$ cat src/rtl/uart_tx_sched.sv
// Two-requester UART transmit scheduler: round-robin grant, serializer sequencing
// and start/data/parity/stop framing at one bit per CLK cycle.
module uart_tx_sched #(
  parameter int   DATA_W    = 8,
  parameter logic PRIO_INIT = 1'b1
) (
  input  logic              CLK,
  input  logic              RST,
  input  logic              REQ0_VALID,
  input  logic [DATA_W-1:0] REQ0_DATA,
  output logic              REQ0_READY,
  input  logic              REQ1_VALID,
  input  logic [DATA_W-1:0] REQ1_DATA,
  output logic              REQ1_READY,
  input  logic              PAR_EN,
  input  logic              PAR_TYP,
  output logic [DATA_W-1:0] SER_P_DATA,
  output logic              SER_DATA_VALID,
  output logic              SER_EN,
  input  logic              SER_DATA,
  output logic              TX_OUT,
  output logic              BUSY,
  output logic              GRANT_ID
);

  localparam int CNT_W = (DATA_W > 1) ? $clog2(DATA_W) : 1;
  localparam logic [CNT_W-1:0] LAST_BIT = CNT_W'(DATA_W - 1);

  typedef enum logic [2:0] {
    IDLE   = 3'd0,
    LOAD   = 3'd1,
    START  = 3'd2,
    DATA   = 3'd3,
    PARITY = 3'd4,
    STOP   = 3'd5
  } state_t;

  state_t            state_r;
  state_t            next_state_s;
  logic [CNT_W-1:0]  bit_cnt;
  logic [DATA_W-1:0] data_reg;
  logic              par_en_r;
  logic              par_typ_r;
  logic              last_grant;
  logic              grant_id_r;

  logic              any_valid_s;
  logic              arb_phase_s;
  logic              grant_s;
  logic              win1_s;

  function automatic logic parity_bit(input logic [DATA_W-1:0] d, input logic odd);
    return (^d) ^ odd;
  endfunction

  assign any_valid_s = REQ0_VALID | REQ1_VALID;
  assign arb_phase_s = (state_r == IDLE) || (state_r == STOP);
  assign grant_s     = arb_phase_s & any_valid_s & RST;
  // On a tie the requester that did not win last time takes the frame.
  assign win1_s      = (REQ0_VALID & REQ1_VALID) ? ~last_grant : REQ1_VALID;
  assign REQ0_READY  = grant_s & ~win1_s;
  assign REQ1_READY  = grant_s & win1_s;
  assign SER_P_DATA  = data_reg;
  assign GRANT_ID    = grant_id_r;

  // State register.
  always_ff @(posedge CLK or negedge RST) begin
    if (!RST) begin
      state_r <= IDLE;
    end else begin
      state_r <= next_state_s;
    end
  end

  // Bit counter and grant capture of byte, parity config and owner.
  always_ff @(posedge CLK or negedge RST) begin
    if (!RST) begin
      bit_cnt    <= {CNT_W{1'b0}};
      data_reg   <= {DATA_W{1'b0}};
      par_en_r   <= 1'b0;
      par_typ_r  <= 1'b0;
      last_grant <= PRIO_INIT;
      grant_id_r <= 1'b0;
    end else begin
      if (state_r == START) begin
        bit_cnt <= {CNT_W{1'b0}};
      end else if ((state_r == DATA) && (bit_cnt != LAST_BIT)) begin
        bit_cnt <= bit_cnt + CNT_W'(1);
      end else begin
        bit_cnt <= bit_cnt;
      end
      if (grant_s) begin
        data_reg   <= win1_s ? REQ1_DATA : REQ0_DATA;
        par_en_r   <= PAR_EN;
        par_typ_r  <= PAR_TYP;
        last_grant <= win1_s;
        grant_id_r <= win1_s;
      end else begin
        data_reg   <= data_reg;
        par_en_r   <= par_en_r;
        par_typ_r  <= par_typ_r;
        last_grant <= last_grant;
        grant_id_r <= grant_id_r;
      end
    end
  end

  // Next-state decode.
  always_comb begin
    next_state_s = state_r;
    case (state_r)
      IDLE: begin
        if (any_valid_s) next_state_s = LOAD;
        else             next_state_s = IDLE;
      end
      LOAD:  next_state_s = START;
      START: next_state_s = DATA;
      DATA: begin
        if (bit_cnt == LAST_BIT) next_state_s = par_en_r ? PARITY : STOP;
        else                     next_state_s = DATA;
      end
      PARITY: next_state_s = STOP;
      STOP: begin
        if (any_valid_s) next_state_s = LOAD;
        else             next_state_s = IDLE;
      end
      default: next_state_s = IDLE;
    endcase
  end

  // Line and serializer control decode.
  always_comb begin
    TX_OUT         = 1'b1;
    BUSY           = 1'b1;
    SER_EN         = 1'b0;
    SER_DATA_VALID = 1'b0;
    case (state_r)
      IDLE:   BUSY = 1'b0;
      LOAD:   SER_DATA_VALID = 1'b1;
      START: begin
        TX_OUT = 1'b0;
        SER_EN = 1'b1;
      end
      DATA: begin
        TX_OUT = SER_DATA;
        SER_EN = (bit_cnt != LAST_BIT);
      end
      PARITY: TX_OUT = parity_bit(data_reg, par_typ_r);
      STOP:   TX_OUT = 1'b1;
      default: begin
        TX_OUT = 1'b1;
        BUSY   = 1'b0;
      end
    endcase
  end

endmodule

$ cat config.mk
export PLATFORM = sky130hd
export DESIGN_NAME = uart_tx_sched
export DESIGN_NICKNAME = d
export VERILOG_FILES = /design/src/rtl/uart_tx_sched.sv
export SDC_FILE = /design/constraint.sdc
export NUM_CORES = 1
export LEC_CHECK = 0
export ABC_AREA = 1
export BUFFER_PORTS_ARGS = -buffer_cell sky130_fd_sc_hd__buf_2
export CAP_MARGIN = 0
export CORE_ASPECT_RATIO = 1.2
export CORE_MARGIN = 3
export CORE_UTILIZATION = 40
export CTS_CLUSTER_SIZE = 20
export DETAILED_ROUTE_END_ITERATION = 10
export GPL_TIMING_DRIVEN = 0
export PLACE_DENSITY = 0.67
export SYNTH_ARGS = -nofsm -noshare
export SYNTH_HDL_FRONTEND = slang
export SYNTH_SLANG_ARGS = --single-unit
$ cat constraint.sdc
create_clock -name CLK -period 1.6 [get_ports CLK]
set_input_delay 0.32 -clock CLK [delete_from_list [all_inputs] [get_ports CLK]]
set_output_delay 0.32 -clock CLK [all_outputs]
set_load 0.02 [all_outputs]
# Word level (Yosys, flattened, before mapping)
# Cells that the tools add are included.
dict set report totals {
  inputBits 23
  out_inout_bits 15
  register_bits 18
  word_cells 43
}
dict set report op_classes {
  reduce_logical 7
  bitwise 9
  mux 12
  n_eq_ne 7
  n_addsub 1
}
# operator count
set ops {}
lappend ops {{3-bit one-hot mux with 5 select lines} 1}
lappend ops {{3-bit == test, second input constant} 3}
lappend ops {{3-bit 2-to-1 mux} 3}
lappend ops {{8-bit 2-to-1 mux} 1}
lappend ops {{8-bit parity} 1}
lappend ops {{3-bit by 2-bit == test with 1-bit output, second input constant} 2}
lappend ops {{1-bit AND} 5}
lappend ops {{1-bit 2-to-1 mux} 5}
lappend ops {{5-bit OR reduction} 1}
lappend ops {{3-bit by 1-bit adder with 3-bit output, second input constant} 1}
lappend ops {{3-bit by 1-bit == test with 1-bit output, second input constant} 1}
lappend ops {{3-bit logical NOT} 1}
lappend ops {{3-bit != test, second input constant} 1}
lappend ops {{1-bit one-hot mux with 3 select lines} 1}
lappend ops {{1-bit NOT} 2}
lappend ops {{1-bit one-hot mux with 2 select lines} 1}
lappend ops {{2-bit nonzero test} 1}
lappend ops {{2-bit OR reduction} 1}
lappend ops {{1-bit logical AND} 1}
lappend ops {{1-bit logical OR} 1}
lappend ops {{1-bit OR} 1}
lappend ops {{1-bit XOR} 1}

# Logic depth before layout (Yosys ltp)
dict set report logic_depth {
  word_depth 5
  ltp_mapped 9
  depth_no_buf 9
}

# Worst setup path after synthesis
# Ideal clock, no wire load.
dict set report synth_path {
  kind {reg2out}
  from {register state_r[0]}
  to {output port REQ0_READY}
  stages_incl_launch_ff 6
  t_arrival_ps 1283
  n_path_buf 0
  setup_slack_ps -3
  required_ps 1280
  path_cell_list {dfrtp_1 nor2_1 o221ai_2 nor2_4 inv_2 nor2_1}
}
dict set report synth_between {
  elab_chain_len 5
  elab_cells_between_ends 6
  cone_classes {1 x eq/ne; 3 x bitwise; 2 x reduce/logical}
}
# element line
set synth_lines {}
lappend synth_lines {{from (decl)} 38} ;# state_t state_r;
lappend synth_lines {{from (signal assigned)} 71} ;# state_r <= next_state_s;
lappend synth_lines {{3-bit == test / 3-bit logical NOT (equally long branches)} 57} ;# assign arb_phase_s = (state_r == IDLE) || (state_r == STOP);
lappend synth_lines {{1-bit logical OR *} 57}
lappend synth_lines {{1-bit AND * (2 in series)} 58} ;# assign grant_s = arb_phase_s & any_valid_s & RST;
lappend synth_lines {{1-bit AND *} 61} ;# assign REQ0_READY = grant_s & ~win1_s;
lappend synth_lines {{to (decl)} 11} ;# output logic REQ0_READY,
# Mark *: on every way between the ends. The rest lies on a longest branch, timed or not.

# Final worst setup path
# Ends and elaborated chain as after synthesis.

==> flow_summary.yaml <==
cells_and_area:
  antenna_cells: 0
  layout_commonest_cell: "nand2_1"
  final_cell_mix: "nand2_1 (72), buf_2 (32), dfrtp_1 (15), buf_6 (12), buf_4 (12)"
  final_nets: 233
  drive_gt1_frac: 0.435
  finish.cell_count_without_fillers: 238
  syn_to_final_growth_pct: 52.4
placement:
  numPortBuffers: 37
  place.gp.congestion: 0.734
  dp_slack_ns: -0.216
  dp_hpwl_mm: 1.91
  dp.cells: 214
route:
  drt_iter0_drc: 31
  vias: 1129
  vias_per_cell: 4.74
  top_layer_used: "met4"
  drt_pass1_iterations: 4
  ant_nets: 0
  wl_met2_mm: 1.54
  wl_per_cell_um: 11.9
  wl_met1_mm: 1.12
  wl_mm: 2.83
  drc: 0
  wl_met3_um: 138
synth:
  synth.mux.area_fraction: 0
  yosysTopAreaCellShare: 0.412
  synth_top_family_by_area: "simple AND/OR/NAND/NOR gates"
  ys_ff_latch: 18
  synthAdderAreaFrac: 0.0242
  ys_top_cells_by_area: "dfrtp_1 (41%), nand2_1 (28%), inv_1 (4.4%), nand3_1 (3.4%), o21ai_1 (2.9%)"
  synth-xor-area-share: 0.0170
  yosysSeqAreaShare: 0.438
  synth_compound_area_frac: 0.0921
  syn_nets: 171
  synth.avg_cell_area_um2: 7.07
  yosysUniqueCellTypes: 21
  syn_area_mm2: 0.00103
  yosysTopAreaCell: "dfrtp_1"
  postSynthCellCount: 146
  yosys.area_share.simple: 0.360
  yosys_warnings: 0
sta:
  setup_viol: 4
  finalClockSkew_ns: 0.00204
  rsz0062_at_grt: "yes"
  slew_violations: 0
  hold_viol_final: 0
  slew_headroom: 0.460
  fmax_mhz: 554
  worst_slack_ns: -0.205
  period_share: 1.13
  worstMarginPinSlew_ns: 0.808
  tns_ns: -0.623
  period_minus_slack_ns: 1.81
power:
  power_switching_mw: 1.34
  peakVddDrop_mv: 0.903
  intPower_mw: 1.67
  p_leak_nw: 0.887
  pwr-share-seq: 0.291
  pwr-share-comb: 0.615
  p_sw_frac: 0.446
  pwr-share-clk: 0.094
  power_density_mw_per_mm2: 1910
run:
  drv_cap: 0
floorplanning:
  start_util: 0.434
  dieArea_mm2: 0.00323
  row_count: 19
  die_h_um: 61.7
  core_area_mm2: 0.00238
  ios: 38
  fp.dieW_um: 52.4
clocking:
  clockRootBuffer: "clkbuf_4"
  cts_tree: "yes"
  numCtsBuffers: 3
  clock_path_buffers: 2
  clock_latency_ns: 0.29
  clock-sinks: 18
  clkTransAtPathRegs_ns: 0.11
  htreeDepth: 1
worst_setup_path:
  cp-start-kind: "register"
  crit_path_max_incr_delay_ns: 0.44
  path_max_fanout: 4
  crit_chain: "nor2_2 > o221ai_2 > nor2_4 > inv_4 > nor2_2 > buf_6"
  critPathBufInv: 2
  slowest_stage: "dfrtp_2"
  cp_top_family: "flip-flops"
  cp_data_required_time_ns: 1.28
  end_kind: "output port"
  path_class: "reg2out"
  arrival_ns: 1.49
  critPathMostFrequentCell: "nor2_2"
grt:
  gr-total-overflow: 0
  grt_antenna_before_repair: 0
  grt_pass1_wl_mm: 4.76
  grt_max_degree: 18
  grtUsageTotal: 0.204
  grt_pass1_vias: 1118
min_path:
  min_path_type: "in2reg"
outcome:
  violations: "setup timing"
  status: "finished, violations left"
through the flow:
step           power (mW)  utilization  cell area, um^2  hold WS (ns)
6_report             3.01        0.662             1570         0.225
5_1_grt              3.26        0.662             1570         0.224
4_1_cts              2.95        0.651             1550         0.214
3_5_place_dp         2.19        0.529             1260         0.283
3_3_place_gp         2.12        0.529             1260         0.280
2_1_floorplan        1.80            -             1030        0.0244
logic make-up after synthesis:
logic type | count (synthesis)
adders and majority gates | 2
xor gates and xnor gates | 2
buffers and inverters | 17
DFF | 18
and+or+nand+nor | 93
AOI/OAI and AO/OA | 14
Yosys cell counts:
library cell  number
inv_2              4
nor2_4             1
nand3b_1           1
xor2_1             1
nand2_1           77
o21ai_0            2
nand3_1            7
nand2_2            1
a21oi_2            1
dfrtp_1           17
dfstp_2            1
xnor2_1            1
ha_1               2
o21ai_1            6
inv_1             12
buf_6              1
o221ai_2           1
nor2_1             6
o2111ai_1          1
a22o_1             2
a21oi_1            1
worst register-to-register path, stage by stage (launching register included):
cell and delay (ns):
dfrtp_1 0.41, inv_2 0.06, buf_6 0.11, buf_4 0.12, buf_4 0.12, buf_6 0.10
buf_6 0.10, buf_6 0.10, buf_6 0.10, buf_6 0.10, o21ai_2 0.12
final timing paths:
check	start	to	slack (ns)	depth (start not counted)
max	state_r[0]$_DFF_PN0_	REQ0_READY	-0.21	6
min	PAR_EN	par_en_r$_DFFE_PN0P_	0.23	3
max reg2reg	SER_P_DATA[5]$_DFFE_PN0P_	SER_P_DATA[5]$_DFFE_PN0P_	0.09	10
min reg2reg	last_grant$_DFFE_PN1P_	last_grant$_DFFE_PN1P_	0.47	2
max in group asynchronous	RST	state_r[2]$_DFF_PN0_	0.37	2
min in group asynchronous	RST	last_grant$_DFFE_PN1P_	0.58	2
final cells by class:
cell class                 count  area (um^2)
fill                         212          805
multi-input combinational    111          576
sequential                    18          454
timing repair buffer          57          394
inverter                      16         62.6
tap                           31         38.8
clock buffer                   4         36.3
buffer                         1         11.3
power groups by stage:
| stage | clock network, mW | registers (mW) | logic (mW) |
|---|---|---|---|
| 3_3_place_gp | 0 | 0.843 | 1.28 |
| 3_5_place_dp | 0 | 0.861 | 1.33 |
| 5_1_grt | 0.312 | 0.901 | 2.04 |
| 2_1_floorplan | 0 | 0.967 | 0.829 |
| 6_report | 0.284 | 0.876 | 1.85 |
| 4_1_cts | 0.293 | 0.867 | 1.79 |
repair_timing:
action / 4_1_cts / 5_1_grt
buffers inserted: 18 / 1
hold buffers: 2 / 0
hold endpoints to repair: 17 / 0
resized for setup: 34 / 7
endpoints found under the setup margin: 5 / 6
pin swaps: 8 / 8
flip-flops by register name, summed over array words and instances (netlist names):
register and count:
bit_cnt 3, par_typ_r 1, last_grant 1, par_en_r 1, state_r 3, SER_P_DATA 8
GRANT_ID 1
metal layers:
layer,up-vias,global-route usage
li1,577,-
met1,510,0.217
met2,38,0.401
met3,4,0.0291
met4,0,0.0766
met5,-,0
Power figures use the tool's default switching activity.
